File: config.mk
export PLATFORM = sky130hd
export DESIGN_NAME = seq_divider_flat
export DESIGN_NICKNAME = d
export VERILOG_FILES = /design/src/rtl/seq_divider_pkg.sv /design/src/rtl/seq_divider_if.sv /design/src/rtl/seq_divider_div_step.sv /design/src/rtl/seq_divider.sv /design/src/flat_wrapper.sv
export SDC_FILE = /design/constraint.sdc
export NUM_CORES = 1
export LEC_CHECK = 0
export ABC_AREA = 1
export ABC_CLOCK_PERIOD_IN_PS = 3300
export BUFFER_PORTS_ARGS = -buffer_cell sky130_fd_sc_hd__buf_2
export CAP_MARGIN = 15
export CORE_UTILIZATION = 45
export CTS_BUF_LIST = sky130_fd_sc_hd__clkbuf_4
export DETAILED_ROUTE_END_ITERATION = 7
export PLACE_DENSITY = 0.76
export SYNTH_ARGS = -nofsm -noshare
export SYNTH_HDL_FRONTEND = slang
export SYNTH_HIERARCHICAL = 1
export SYNTH_SLANG_ARGS = --single-unit
export TNS_END_PERCENT = 20
File: constraint.sdc
create_clock -name clk -period 3.3 [get_ports clk]
set_input_delay 0.33 -clock clk [delete_from_list [all_inputs] [get_ports clk]]
set_output_delay 0.33 -clock clk [all_outputs]
set_load 0.02 [all_outputs]
File: src/rtl/seq_divider_pkg.sv
// Shared types and sizing helpers for the sequential signed divider.
package seq_divider_pkg;

  localparam int unsigned DEF_WIDTH = 4;

  typedef enum logic [1:0] {
    IDLE = 2'd0,
    CALC = 2'd1,
    FIX  = 2'd2,
    DONE = 2'd3
  } state_t;

  // Iteration counter must hold the full count WIDTH down to zero.
  function automatic int unsigned cnt_w(input int unsigned width);
    return $clog2(width + 1);
  endfunction

endpackage

File: src/rtl/seq_divider_if.sv
// Start/done handshake, operand and result bundle for seq_divider.
interface seq_divider_if #(
  parameter int unsigned WIDTH = seq_divider_pkg::DEF_WIDTH
);

  logic                 start;
  logic [2*WIDTH-1:0]   dividend;
  logic [WIDTH-1:0]     divisor;
  logic                 busy;
  logic                 done;
  logic [WIDTH-1:0]     quotient;
  logic [WIDTH-1:0]     remainder;
  logic                 div_by_zero;
  logic                 overflow;

  modport master (
    output start, dividend, divisor,
    input  busy, done, quotient, remainder, div_by_zero, overflow
  );

  modport slave (
    input  start, dividend, divisor,
    output busy, done, quotient, remainder, div_by_zero, overflow
  );

endinterface

File: src/rtl/seq_divider_div_step.sv
// One restoring-division iteration: shift in a dividend bit, trial subtract.
module div_step
  import seq_divider_pkg::*;
#(
  parameter int unsigned WIDTH = DEF_WIDTH
) (
  input  logic [WIDTH:0]   rem,
  input  logic             dbit,
  input  logic [WIDTH-1:0] dmag,
  output logic [WIDTH:0]   rem_nxt_c,
  output logic             q_bit_c
);

  logic [WIDTH+1:0] shifted_c;
  logic [WIDTH+1:0] diff_c;

  always_comb begin
    shifted_c = {rem, dbit};
    diff_c    = shifted_c - (WIDTH+2)'(dmag);
    q_bit_c   = (shifted_c >= (WIDTH+2)'(dmag));
    rem_nxt_c = q_bit_c ? (WIDTH+1)'(diff_c) : (WIDTH+1)'(shifted_c);
  end

endmodule

File: src/rtl/seq_divider.sv
// Sequential signed divider: 2*WIDTH-bit dividend by WIDTH-bit divisor, radix-2 restoring.
// Optional SEQ_DIVIDER_FAST_EXC_EN resolves divide-by-zero and high-half overflow at start.
module seq_divider
  import seq_divider_pkg::*;
#(
  parameter int unsigned WIDTH = DEF_WIDTH
) (
  input logic        clk,
  input logic        rst_n,
  seq_divider_if.slave bus
);

  localparam int unsigned CW = cnt_w(WIDTH);
  localparam int unsigned DW = 2 * WIDTH;
  localparam logic [WIDTH-1:0] QPOS_MAX = WIDTH'((1 << (WIDTH - 1)) - 1);
  localparam logic [WIDTH:0]   QNEG_MAX = (WIDTH+1)'(1 << (WIDTH - 1));

  state_t           state, state_nxt;
  logic [CW-1:0]    cnt;
  logic [WIDTH:0]   rem;
  logic [WIDTH-1:0] qreg;
  logic [WIDTH-1:0] dmag;
  logic             rsign, dsign, dzero, hi_ovf;

  logic [DW-1:0]    dd_mag_c;
  logic [WIDTH-1:0] dv_mag_c;
  logic             accept_c, fast_exc_c, ovf_c;
  logic [WIDTH:0]   step_rem_c;
  logic             step_q_c;

  // Operand magnitudes; the most negative values map to their unsigned magnitude.
  assign dd_mag_c = bus.dividend[DW-1] ? (~bus.dividend + DW'(1)) : bus.dividend;
  assign dv_mag_c = bus.divisor[WIDTH-1] ? (~bus.divisor + WIDTH'(1)) : bus.divisor;
  assign accept_c = bus.start && ((state == IDLE) || (state == DONE));

`ifdef SEQ_DIVIDER_FAST_EXC_EN
  assign fast_exc_c = (dv_mag_c == '0) || (dd_mag_c[DW-1:WIDTH] >= dv_mag_c);
`else
  assign fast_exc_c = 1'b0;
`endif

  assign ovf_c = hi_ovf
               | (~rsign & (qreg > QPOS_MAX))
               | (rsign & ({1'b0, qreg} > QNEG_MAX));

  div_step #(.WIDTH(WIDTH)) u_step (
    .rem       (rem),
    .dbit      (qreg[WIDTH-1]),
    .dmag      (dmag),
    .rem_nxt_c (step_rem_c),
    .q_bit_c   (step_q_c)
  );

  always_comb begin
    state_nxt = state;
    unique case (state)
      IDLE:    if (accept_c) state_nxt = fast_exc_c ? DONE : CALC;
      CALC:    if (cnt == '0) state_nxt = FIX;
      FIX:     state_nxt = DONE;
      DONE:    state_nxt = accept_c ? (fast_exc_c ? DONE : CALC) : IDLE;
      default: state_nxt = IDLE;
    endcase
  end

  always_ff @(posedge clk) begin
    if (!rst_n) begin
      state    <= IDLE;
      bus.busy <= 1'b0;
      bus.done <= 1'b0;
    end else begin
      state    <= state_nxt;
      bus.busy <= (state_nxt == CALC) || (state_nxt == FIX);
      bus.done <= (state_nxt == DONE);
    end
  end

  // Working registers and result outputs; results only change at accept or FIX.
  always_ff @(posedge clk) begin
    if (!rst_n) begin
      cnt             <= '0;
      rem             <= '0;
      qreg            <= '0;
      dmag            <= '0;
      rsign           <= 1'b0;
      dsign           <= 1'b0;
      dzero           <= 1'b0;
      hi_ovf          <= 1'b0;
      bus.quotient    <= '0;
      bus.remainder   <= '0;
      bus.div_by_zero <= 1'b0;
      bus.overflow    <= 1'b0;
    end else if (accept_c) begin
      cnt             <= CW'(WIDTH);
      rem             <= (WIDTH+1)'(dd_mag_c[DW-1:WIDTH]);
      qreg            <= dd_mag_c[WIDTH-1:0];
      dmag            <= dv_mag_c;
      rsign           <= bus.dividend[DW-1] ^ bus.divisor[WIDTH-1];
      dsign           <= bus.dividend[DW-1];
      dzero           <= (dv_mag_c == '0);
      hi_ovf          <= (dd_mag_c[DW-1:WIDTH] >= dv_mag_c);
      bus.div_by_zero <= fast_exc_c & (dv_mag_c == '0);
      bus.overflow    <= fast_exc_c & (dv_mag_c != '0);
      if (fast_exc_c) begin
        bus.quotient  <= '0;
        bus.remainder <= '0;
      end
    end else if ((state == CALC) && (cnt != '0)) begin
      rem  <= step_rem_c;
      qreg <= {qreg[WIDTH-2:0], step_q_c};
      cnt  <= cnt - CW'(1);
    end else if (state == FIX) begin
      if (dzero) begin
        bus.div_by_zero <= 1'b1;
        bus.overflow    <= 1'b0;
        bus.quotient    <= '0;
        bus.remainder   <= '0;
      end else if (ovf_c) begin
        bus.overflow    <= 1'b1;
        bus.quotient    <= '0;
        bus.remainder   <= '0;
      end else begin
        bus.quotient    <= rsign ? (~qreg + WIDTH'(1)) : qreg;
        bus.remainder   <= dsign ? (~rem[WIDTH-1:0] + WIDTH'(1)) : rem[WIDTH-1:0];
      end
    end
  end

endmodule

File: src/flat_wrapper.sv
// flat-port wrapper written by rule: the top's interface ports become plain ports
module seq_divider_flat import seq_divider_pkg::*;
#(
  parameter int unsigned WIDTH = DEF_WIDTH
)
  (clk, rst_n, bus_start, bus_dividend, bus_divisor, bus_busy, bus_done, bus_quotient, bus_remainder, bus_div_by_zero, bus_overflow);
  seq_divider_if #(.WIDTH(WIDTH)) bus_i ();
  input logic clk;
  input logic rst_n;
  input wire logic [$bits(bus_i.start)-1:0] bus_start;
  input wire logic [$bits(bus_i.dividend)-1:0] bus_dividend;
  input wire logic [$bits(bus_i.divisor)-1:0] bus_divisor;
  output wire logic [$bits(bus_i.busy)-1:0] bus_busy;
  output wire logic [$bits(bus_i.done)-1:0] bus_done;
  output wire logic [$bits(bus_i.quotient)-1:0] bus_quotient;
  output wire logic [$bits(bus_i.remainder)-1:0] bus_remainder;
  output wire logic [$bits(bus_i.div_by_zero)-1:0] bus_div_by_zero;
  output wire logic [$bits(bus_i.overflow)-1:0] bus_overflow;
  assign bus_i.start = bus_start;
  assign bus_i.dividend = bus_dividend;
  assign bus_i.divisor = bus_divisor;
  assign bus_busy = bus_i.busy;
  assign bus_done = bus_i.done;
  assign bus_quotient = bus_i.quotient;
  assign bus_remainder = bus_i.remainder;
  assign bus_div_by_zero = bus_i.div_by_zero;
  assign bus_overflow = bus_i.overflow;
  seq_divider #(.WIDTH(WIDTH)) u_core (.clk(clk), .rst_n(rst_n), .bus(bus_i));
endmodule
==> summary.txt <==
Outcome
  – Status: finished clean

Timing
  – Worst Tran Pin Value: ~0.53 ns
  – Max-slew headroom: between 60 and 70%
  – RSZ-0062 raised after global routing: false
  – Final Hold Slack: 0.320 ns
  – Post-route minimum period: roughly 1.9 ns
  – Setup Viol. Count Final: 0
  – Setup TNS Final: 0 ns
  – Final Skew: around 0.0045 ns
  – Period utilization: 57.1%
  – Hold Violations, Final: 0
  – Achievable Freq: between 0.5 and 0.6 GHz
  – Final Max Slew Viols: 0

Finish
  – Register area: just under 700 um^2
  – Fraction of layout cells with a size suffix above 1: between 15 and 20%
  – ANT cells: 0
  – Fill cell count: ~460
  – Final net count: ~380
  – Area taken by multi-input logic gates: 0.00132 mm^2
  – Synthesis-to-layout area growth: 11.1%

Pwr
  – Internal power: between 1000 and 1500 uW
  – Sw Pwr: between 900 and 1000 uW
  – Clk network pwr share: between 10% and 20%
  – IR Drop Worst-Case VDD: ~0.00024 V
  – Fraction of power consumed by sequential logic: a little under a third
  – Combinational fraction of design power: between 50% and 60%
  – Pleak: approximately 0.0012 uW
  – Power per cell area: about 820 mW/mm^2
  – Sw Ratio: 49.1%

Worst setup path
  – CP Launch Type: register
  – WP data required: around 3.5 ns
  – Crit-path max FO: 6
  – Setup slack, reg-to-reg: ~1.4 ns
  – CP Buf/Inv Count: 2
  – CP endpoint kind: register
  – Worst Path Arrival: about 2.1 ns
  – Slowest cell delay on critical path: approximately 0.40 ns
  – Slowest stage cell, crit path: fa_1
  – Crit path cell chain: inv_1 -> ha_1 -> inv_1 -> fa_1 -> nand2_1 -> nand2_2 -> nand2_4 -> nand3_4 -> nand2_1 -> o21ai_0 -> o21ai_0 -> a21oi_1
  – Crit Path Class: register to register
  – CP delay by family, top: adder cells

Global routing
  – Pin count of the biggest net entering global routing: 18
  – Total grt overflow: 0
  – Vias in the first global route: 1822
  – Initial antenna violation count: 0
  – Global-route wire length before repair: about 8100 um
  – Gr usage total: 19.8%

Die
  – IO Pins: 27
  – Die height: just over 70 um
  – Die W: 72.2 um
  – # rows: 25
  – Die area: approximately 0.0052 mm^2
  – Initial core utilization: 46.9%
  – Core outline area: between 0.004 and 0.005 mm^2

Routing
  – Pre-antenna DRT Iters: 4
  – WL per Instance: between 10 and 15 um
  – Via Count: 2055
  – Number of routed nets with antenna violations: 0
  – WL final: approximately 4700 um
  – DR vias/cell: slightly below 5
  – Drt drc: 0
  – Initial DRC Count: approximately 140

Place
  – Final Wtd Congestion: a little over 0.8
  – Post-DP HPWL: between 3000 and 4000 um
  – PortBufs: 26

Run
  – Max-Cap Viols: 0

Clock network
  – CTS tree: done
  – CTS Buf Count: 5
  – Htree depth: 2
  – Hold-fix buffers, CTS: 0
  – Cts repair resizes: 0
  – Insertion delay of the later-clocked pin in the worst-skew pair: ~0.34 ns
  – CTS max path bufs: 2
  – Post-CTS Setup Bufs: 0
  – Clock Tree Root: clkbuf_4
  – CTS Sinks: 34
  – Worst-path clk slew: 0.11 ns

Yosys
  – Top cells by area, synth: dfxtp_1, nand2_1, ha_1
  – Synthesized instance count: between 300 and 400
  – Syn Nets: 354
  – Synth area leader: dfxtp_1
  – Sequential area share after synthesis: between 30 and 40%
  – Distinct cell type count after synthesis: 32
  – Ys Warns: 6
  – Synth Cell Area: about 0.0022 mm^2
  – Mean area per synthesized cell: a little under 7 um^2
  – Top cell type's share of synthesized area: around 31%
  – FF+latch count, synth: 34

Hold path
  – Type of the worst min-delay path: input port to register
-- cell usage after synthesis --
| cell type | count |
|---|---|
| inv_1 | 49 |
| nand3_1 | 18 |
| nand4_1 | 6 |
| clkbuf_1 | 2 |
| nor2_2 | 3 |
| nand3_4 | 1 |
| dfxtp_1 | 34 |
| nor2_8 | 1 |
| o21ai_1 | 5 |
| o21ai_0 | 22 |
| ha_1 | 18 |
| nand3b_1 | 4 |
| or2_4 | 1 |
| or2_0 | 1 |
| o22ai_1 | 1 |
| nor4_1 | 1 |
| a31oi_1 | 2 |
| nand2_4 | 1 |
| nor2_1 | 12 |
| nand2_2 | 6 |
| fa_1 | 1 |
| xor2_1 | 4 |
| xnor2_1 | 2 |
| nand2_1 | 85 |
| a21boi_1 | 1 |
| inv_2 | 3 |
| nor3_1 | 1 |
| nor2_4 | 5 |
| a21oi_1 | 26 |
| o21bai_1 | 1 |
| buf_4 | 2 |
| nand3_2 | 1 |
-- metal layers --
| metal | part of all wire [%] | GRT usage, % | vias to the layer above |
|---|---|---|---|
| met4 | 1.3 | 6.32 | 0 |
| met2 | 44 | 31.2 | 63 |
| met1 | 48 | 26.7 | 895 |
| met5 | 0 | 0 | - |
| met3 | 6.4 | 5.00 | 5 |
| li1 | - | - | 1092 |
-- area by class of cell --
cell class / count / share of cell area, %
clock buffer: 5 / 1.53
inverter: 52 / 7.93
tap: 67 / 3.41
multi-input combinational: 230 / 53.5
clock inverter: 3 / 0.661
timing repair buffer: 26 / 5.29
sequential: 34 / 27.7
-- cells in the final DEF, fill, tap and decap left out, types with 2 or more instances in the layout --
master    count
nand2_1      85
inv_1        49
dfxtp_1      34
buf_2        26
a21oi_1      26
o21ai_0      22
nand3_1      18
ha_1         18
nor2_1       12
nand4_1       6
nand2_2       6
clkbuf_4      5
nor2_4        5
o21ai_1       5
nand3b_1      4
xor2_1        4
inv_2         3
nor2_2        3
xnor2_1       2
a31oi_1       2
-- worst reg2reg max path: stages (launching register included) --
cell     delay, ns
dfxtp_1       0.37
inv_1         0.07
ha_1          0.13
inv_1         0.06
fa_1          0.40
nand2_1       0.10
nand2_2       0.07
nand2_4       0.10
nand3_4       0.10
nand2_1       0.08
o21ai_0       0.08
o21ai_0       0.16
a21oi_1       0.06
-- cell families (layout without fill, tap and decap cells) --
logic type | count (synthesis) | count (layout) | share of synthesized area (%)
compound gates | 58 | 58 | 13.5
flops | 34 | 34 | 30.7
buf+inv | 56 | 86 | 9.83
xor+xnor | 6 | 6 | 2.37
simple gates | 147 | 147 | 32.5
fa+ha+maj | 19 | 19 | 11.1
-- sequential cells by signal, indices dropped and copies added, names as in the netlist --
name	cells
u_core/bus.div_by_zero	1
u_core/dmag	4
u_core/bus.quotient	4
u_core/dsign	1
u_core/rsign	1
u_core/hi_ovf	1
u_core/state	2
u_core/bus.done	1
u_core/qreg	4
u_core/dzero	1
u_core/bus.busy	1
u_core/rem	5
u_core/cnt	3
u_core/bus.remainder	4
u_core/bus.overflow	1
-- power groups by stage --
stage	registers (uW)	clock network (uW)	logic, uW
detailed placement	612	0	1170
CTS	603	229	1180
finish	604	223	1180
floorplan	614	0	939
global placement	608	0	1140
global route	621	247	1350
-- path summary, 6_finish.rpt --
path / to / start / depth (start not counted)
hold reg to reg: u_core/bus.div_by_zero$_SDFFE_PP0P_ / u_core/bus.div_by_zero$_SDFFE_PP0P_ / 2
setup reg to reg: u_core/qreg[0]$_SDFFE_PN0P_ / u_core/qreg[3]$_SDFFE_PN0P_ / 12
hold / removal: u_core/bus.done$_SDFF_PN0_ / rst_n / 3
setup / recovery: u_core/qreg[0]$_SDFFE_PN0P_ / u_core/qreg[3]$_SDFFE_PN0P_ / 12
-- through the flow --
| step | std cells | setup WS [ns] | utilization (%) | area [um^2] | power (uW) |
|---|---|---|---|---|---|
| finish | 417 | 1.42 | 52.1 | 2460 | 2010 |
| detailed placement | 409 | 1.41 | 50.9 | 2410 | 1780 |
| global route | 417 | 1.25 | 52.1 | 2460 | 2220 |
| CTS | 417 | 1.42 | 52.1 | 2460 | 2010 |
| global placement | 409 | 1.45 | 50.9 | 2410 | 1750 |
| floorplan | 320 | 1.58 | - | 2210 | 1550 |
(Power assumes the default switching activity.)
